[src/rtl/regfile_pkg.sv]
// rtl/regfile_pkg.sv - shared types and default widths for the multi-port register file
package regfile_pkg;

  typedef enum logic {RF_CLEAR, RF_RUN} rf_state_t;

  localparam int RF_DATA_W = 32;
  localparam int RF_ADDR_W = 5;

endpackage

[src/rtl/regfile_scoreboard.sv]
// rtl/regfile_scoreboard.sv - pending-result scoreboard and Busy lookup; REGFILE_BYPASS_EN enables write-cycle Busy masking
module regfile_scoreboard
  import regfile_pkg::*;
#(
  parameter int ADDR_W = RF_ADDR_W,
  parameter int NUM_RD = 2,
  parameter int NUM_WR = 2
) (
  input  logic                     clk,
  input  logic                     reset,
  input  logic                     ready,
  input  logic [NUM_WR-1:0]        wr_en,
  input  logic [NUM_WR*ADDR_W-1:0] wr_addr,
  input  logic                     issue_en,
  input  logic [ADDR_W-1:0]        issue_addr,
  input  logic [NUM_RD*ADDR_W-1:0] rd_addr,
  output logic [NUM_RD-1:0]        busy
);

  localparam int DEPTH = 2 ** ADDR_W;

  logic [DEPTH-1:0]  pending;
  logic [DEPTH-1:0]  pending_nxt;
  logic [ADDR_W-1:0] wa [NUM_WR];
  logic [ADDR_W-1:0] ra [NUM_RD];

  for (genvar j = 0; j < NUM_WR; j++) begin : g_wa
    assign wa[j] = wr_addr[j*ADDR_W +: ADDR_W];
  end
  for (genvar i = 0; i < NUM_RD; i++) begin : g_ra
    assign ra[i] = rd_addr[i*ADDR_W +: ADDR_W];
  end

  // Issue is applied after the write clears so the newer instruction keeps the bit.
  always_comb begin
    pending_nxt = pending;
    for (int j = 0; j < NUM_WR; j++) begin
      if (wr_en[j] && wa[j] != '0) pending_nxt[wa[j]] = 1'b0;
    end
    if (issue_en && issue_addr != '0) pending_nxt[issue_addr] = 1'b1;
    pending_nxt[0] = 1'b0;
  end

  always_ff @(posedge clk) begin
    if (reset) begin
      pending <= '0;
    end else if (ready) begin
      pending <= pending_nxt;
    end
  end

  always_comb begin
    busy = '0;
    for (int i = 0; i < NUM_RD; i++) begin
      logic b;
      b = pending[ra[i]];
`ifdef REGFILE_BYPASS_EN
      for (int j = 0; j < NUM_WR; j++) begin
        if (wr_en[j] && wa[j] == ra[i] && ra[i] != '0 &&
            !(issue_en && issue_addr == ra[i])) b = 1'b0;
      end
`endif
      busy[i] = ready & b;
    end
  end

endmodule

[src/rtl/regfile_mp.sv]
// rtl/regfile_mp.sv - multi-port register file with post-reset clear sweep; REGFILE_BYPASS_EN enables write-to-read bypass
module regfile_mp
  import regfile_pkg::*;
#(
  parameter int DATA_W = RF_DATA_W,
  parameter int ADDR_W = RF_ADDR_W,
  parameter int NUM_RD = 2,
  parameter int NUM_WR = 2
) (
  input  logic                     CLK,
  input  logic                     Reset,
  output logic                     Ready,
  input  logic [NUM_RD*ADDR_W-1:0] RdAddr,
  output logic [NUM_RD*DATA_W-1:0] RdData,
  output logic [NUM_RD-1:0]        Busy,
  input  logic [NUM_WR-1:0]        WrEn,
  input  logic [NUM_WR*ADDR_W-1:0] WrAddr,
  input  logic [NUM_WR*DATA_W-1:0] WrData,
  input  logic                     IssueEn,
  input  logic [ADDR_W-1:0]        IssueAddr,
  output logic                     WrConflict
);

  localparam int DEPTH = 2 ** ADDR_W;

  rf_state_t         state;
  logic [ADDR_W-1:0] clr_ptr;
  logic [DATA_W-1:0] mem [DEPTH];
  logic [ADDR_W-1:0] wa [NUM_WR];
  logic [DATA_W-1:0] wd [NUM_WR];
  logic [ADDR_W-1:0] ra [NUM_RD];
  logic [NUM_WR-1:0] wr_ok;
  logic              conflict;

  assign Ready = (state == RF_RUN);

  for (genvar j = 0; j < NUM_WR; j++) begin : g_wr
    assign wa[j]    = WrAddr[j*ADDR_W +: ADDR_W];
    assign wd[j]    = WrData[j*DATA_W +: DATA_W];
    assign wr_ok[j] = Ready && WrEn[j] && wa[j] != '0;
  end
  for (genvar i = 0; i < NUM_RD; i++) begin : g_rd
    assign ra[i] = RdAddr[i*ADDR_W +: ADDR_W];
  end

  always_comb begin
    conflict = 1'b0;
    for (int j = 0; j < NUM_WR; j++) begin
      for (int k = j + 1; k < NUM_WR; k++) begin
        if (wr_ok[j] && wr_ok[k] && wa[j] == wa[k]) conflict = 1'b1;
      end
    end
  end

  // Register 0 is never stored to, so the sweep starts at 1 and ends on DEPTH-1.
  always_ff @(posedge CLK) begin
    if (Reset) begin
      state      <= RF_CLEAR;
      clr_ptr    <= ADDR_W'(1);
      WrConflict <= 1'b0;
    end else begin
      WrConflict <= conflict;
      if (state == RF_CLEAR) begin
        clr_ptr <= clr_ptr + ADDR_W'(1);
        if (clr_ptr == ADDR_W'(DEPTH - 1)) state <= RF_RUN;
      end
    end
  end

  // Ascending port order lets the higher index win a same-address collision.
  always_ff @(posedge CLK) begin
    if (!Reset) begin
      if (state == RF_CLEAR) begin
        mem[clr_ptr] <= '0;
      end else begin
        for (int j = 0; j < NUM_WR; j++) begin
          if (wr_ok[j]) mem[wa[j]] <= wd[j];
        end
      end
    end
  end

  always_comb begin
    RdData = '0;
    for (int i = 0; i < NUM_RD; i++) begin
      logic [DATA_W-1:0] val;
      val = (ra[i] == '0) ? '0 : mem[ra[i]];
`ifdef REGFILE_BYPASS_EN
      for (int j = 0; j < NUM_WR; j++) begin
        if (WrEn[j] && wa[j] == ra[i] && ra[i] != '0) val = wd[j];
      end
`endif
      RdData[i*DATA_W +: DATA_W] = Ready ? val : '0;
    end
  end

  regfile_scoreboard #(
    .ADDR_W (ADDR_W),
    .NUM_RD (NUM_RD),
    .NUM_WR (NUM_WR)
  ) u_scoreboard (
    .clk        (CLK),
    .reset      (Reset),
    .ready      (Ready),
    .wr_en      (WrEn),
    .wr_addr    (WrAddr),
    .issue_en   (IssueEn),
    .issue_addr (IssueAddr),
    .rd_addr    (RdAddr),
    .busy       (Busy)
  );

endmodule

[config.mk]
export PLATFORM = sky130hd
export DESIGN_NAME = regfile_mp
export DESIGN_NICKNAME = d
export VERILOG_FILES = /design/src/rtl/regfile_pkg.sv /design/src/rtl/regfile_scoreboard.sv /design/src/rtl/regfile_mp.sv
export SDC_FILE = /design/constraint.sdc
export NUM_CORES = 2
export LEC_CHECK = 0
export ABC_AREA = 0
export BUFFER_PORTS_ARGS = -buffer_cell sky130_fd_sc_hd__buf_2
export CELL_PAD_IN_SITES_DETAIL_PLACEMENT = 1
export CELL_PAD_IN_SITES_GLOBAL_PLACEMENT = 1
export CORE_MARGIN = 10
export CORE_UTILIZATION = 30
export CTS_BUF_LIST = sky130_fd_sc_hd__clkbuf_8 sky130_fd_sc_hd__clkbuf_16
export DETAILED_ROUTE_END_ITERATION = 8
export PLACE_DENSITY = 0.48
export SYNTH_ARGS = -nofsm -noshare
export SYNTH_HDL_FRONTEND = slang
export SYNTH_SLANG_ARGS = --single-unit
[constraint.sdc]
create_clock -name CLK -period 10.5 [get_ports CLK]
set_clock_uncertainty 0.05 [all_clocks]
set_input_delay 1.575 -clock CLK [delete_from_list [all_inputs] [get_ports CLK]]
set_output_delay 1.575 -clock CLK [all_outputs]
set_load 0.01 [all_outputs]
==> impl_metrics.yaml <==
outcome:
  status: "finished clean"
cts:
  cts_tree: "built"
  cts_root_buf: "clkbuf_16"
  ctsResizeCount: 0
  insertion_delay_ns: 0.81
  cts_setup_buffers: 0
  cts.sinks: 1062
  htree_levels: 4
  cts_buffer_depth: 3
  cts_hold_buffers: 0
  cts_buffers: 137
  clk_pin_slew_ns: 0.06
global_routing:
  grt_max_degree: 95
  grt_pass1_wl_um: 371000
  grt.overflow.total: 0
  grt_pass1_vias: 43316
  grtUsageTotal_pct: 23.7
  antenna_found_initial: 20
synth:
  avgSynthCellArea_um2: 14.5
  synthFlopType: "edfxtp_1"
  synth_cell_types: 72
  syn-num-nets: 4312
  synth_area_leaders: "edfxtp_1 (50%), mux4_2 (19%), mux2_2 (11%), a22oi_1 (3.1%), o21ai_0 (2.8%)"
  async_flop_share_pct: 0
  yosysWarnings: 0
  synth.top_cell.area_share_pct: 50.2
  ys_ff_latch: 1062
  synth_top_area_cell: "edfxtp_1"
  synthCells: 4216
  yosysSeqAreaShare_pct: 51.4
  synth_edf_count: 1024
  syn_area_mm2: 0.0613
worst_setup_path:
  rrSetupSlack_ns: 5.62
  critPathLaunch: "RdAddr[6]"
  start_kind: "input pin"
  arrival_ns: 4.97
  reg2reg_depth: 8
  reg2reg_from: "Ready"
  r2r_end: "mem[19][8]"
  cp_max_fo: 68
  required_ns: 8.88
  endpoint_kind: "primary output"
  critical_path_class: "input pin to primary output"
pwr:
  p_sw_uw: 2380
  pwr-share-comb_pct: 5.5
  totalPowerFinal_uw: 9790
  internal_power_uw: 7410
  clkPwrFrac_pct: 47.0
  vdd_drop_max_mv: 0.164
  seqPwrFrac_pct: 47.5
  p_leak_uw: 0.0219
  powerDensity_mw_per_mm2: 143
  switching_share_pct: 24.3
detailed_routing:
  via_per_inst: 6.05
  drc: 0
  dr.pass1.iters: 7
  wl_um: 270000
  ant_nets: 0
  wl_per_cell_um: 39.4
  drt_iter0_drc: 4455
  num_vias: 41508
finish:
  nets: 4181
  fin_area_mm2: 0.0687
  final_util_pct: 33.9
  syn_to_final_growth_pct: 12.0
  layout-drive-gt1-share_pct: 41.0
  instances_no_fill: 6864
sta:
  rsz0062_at_grt: "no"
  setup-tns-final_ns: 0
  fmax_mhz: 152
  setup_violations: 0
  slew_headroom_pct: 15.3
  hold_viol: 0
  drv_slew: 0
  fin_crit_sh_pct: 62.8
  worstMarginPinSlew_ns: 1.27
  fin_crit_ns: 6.60
hold_path:
  min_from: "u_scoreboard.pending[18]"
  hold_class: "register to register"
  min_to: "u_scoreboard.pending[18]"
  hold_depth: 2
floorplan:
  fp.dieH_um: 472
  ios: 162
  start_util_pct: 30.2
  core_region_area_mm2: 0.203
  die_area_mm2: 0.223
  die_w_um: 472
  rows: 165
placed_design:
  post-dp-hpwl_um: 143000
  dp_cells: 6618
  placed_area_mm2: 0.0644
  place_congestion: 0.758
  port_buffers: 161
flow_run:
  cap_violations: 0
[cell usage after synthesis (all sizes together), types with 22 or more instances]
| master | count |
|---|---|
| clkbuf | 253 |
| o221ai | 22 |
| nor2 | 45 |
| a21oi | 32 |
| buf | 276 |
| o21ai | 345 |
| mux4 | 516 |
| inv | 37 |
| mux2 | 678 |
| dfxtp | 38 |
| nand4 | 70 |
| a22oi | 257 |
| nand2 | 426 |
| edfxtp | 1024 |
[worst max-delay path, stage by stage]
cell	delay [ns]
buf_8	0.55
buf_4	0.79
buf_4	0.72
mux4_2	0.40
a22oi_1	0.28
nand4_1	0.32
buf_2	0.25
[routing by layer]
metal  wire (µm)  vias up  share of wire, %  track usage [%]
li1            -    16677                 -                -
met5          65        -             0.024                0
met3       16900      455               6.3             3.52
met4       11100       10               4.1             9.17
met1      113000    22641                42             31.4
met2      129000     1725                48             39.2
[cells by family after synthesis]
family          Yosys count  synth area share (%)
flops                  1062                  51.4
buf+inv                 566                  4.32
fa+ha+maj                 2                0.0408
simple gates            665                  5.15
mux                    1213                  31.8
compound gates          701                  7.15
xor+xnor                  7                 0.100
[state kept, by name (all words and copies together), names as in the netlist]
signal	flops
clr_ptr	5
mem	1024
WrConflict	1
Ready	1
u_scoreboard.pending	31
[area by class of cell]
class,count,area [µm²]
well taps,2672,3340
repair buffers,259,1620
clock buffers,139,3480
inverters,37,139
fillers,20820,134000
diodes,3,7.51
multi-input cells,2588,27800
clock inverters,104,754
flip-flops and latches,1062,31500
[power by group through the flow]
stage / combinational [µW] / clock (µW) / sequential [µW]
2_1_floorplan: 367 / 0 / 4730
3_3_place_gp: 542 / 0 / 4740
3_5_place_dp: 544 / 0 / 4740
4_1_cts: 546 / 4680 / 4650
5_1_grt: 572 / 4840 / 4650
6_report: 541 / 4600 / 4650
[per-stage QoR]
step           setup WS (ns)  hold WS [ns]
6_report                3.90         0.449
5_1_grt                 3.80         0.487
4_1_cts                 3.91         0.455
3_3_place_gp            3.89         0.435
2_1_floorplan           5.03         0.407
3_5_place_dp            3.91         0.446
[worst max-delay path by stage]
stage	endpoint	slack, ns	cells after the start
2_1_floorplan	mem[10][0]	5.03	6
3_3_place_gp	RdData[36]	3.89	7
3_5_place_dp	RdData[36]	3.91	7
4_1_cts	RdData[36]	3.91	7
5_1_grt	RdData[56]	3.80	7
6_report	RdData[36]	3.90	7
[cells in the final DEF (no fill, tap or decap), types with 8 or more instances in the layout]
cell type  count
a21oi_1       31
a22oi_1      257
buf_2        157
buf_4         95
clkbuf_16    139
clkinv_1      35
clkinv_2      15
dfxtp_1       38
edfxtp_1    1024
inv_1         40
inv_2         28
mux2_1        40
mux2_2       618
mux2_4        20
mux2i_1       18
mux4_2       516
nand2_1      406
nand2_4       20
nand2b_1      16
nand3_1       19
nand3b_1       9
nand4_1       70
nor2_1        30
nor2_4        14
nor2b_1       11
nor3b_1        9
o211ai_1       8
o21ai_0      322
o21ai_4       21
o21bai_4      10
o221ai_1      22
Power figures use the tool's default switching activity.
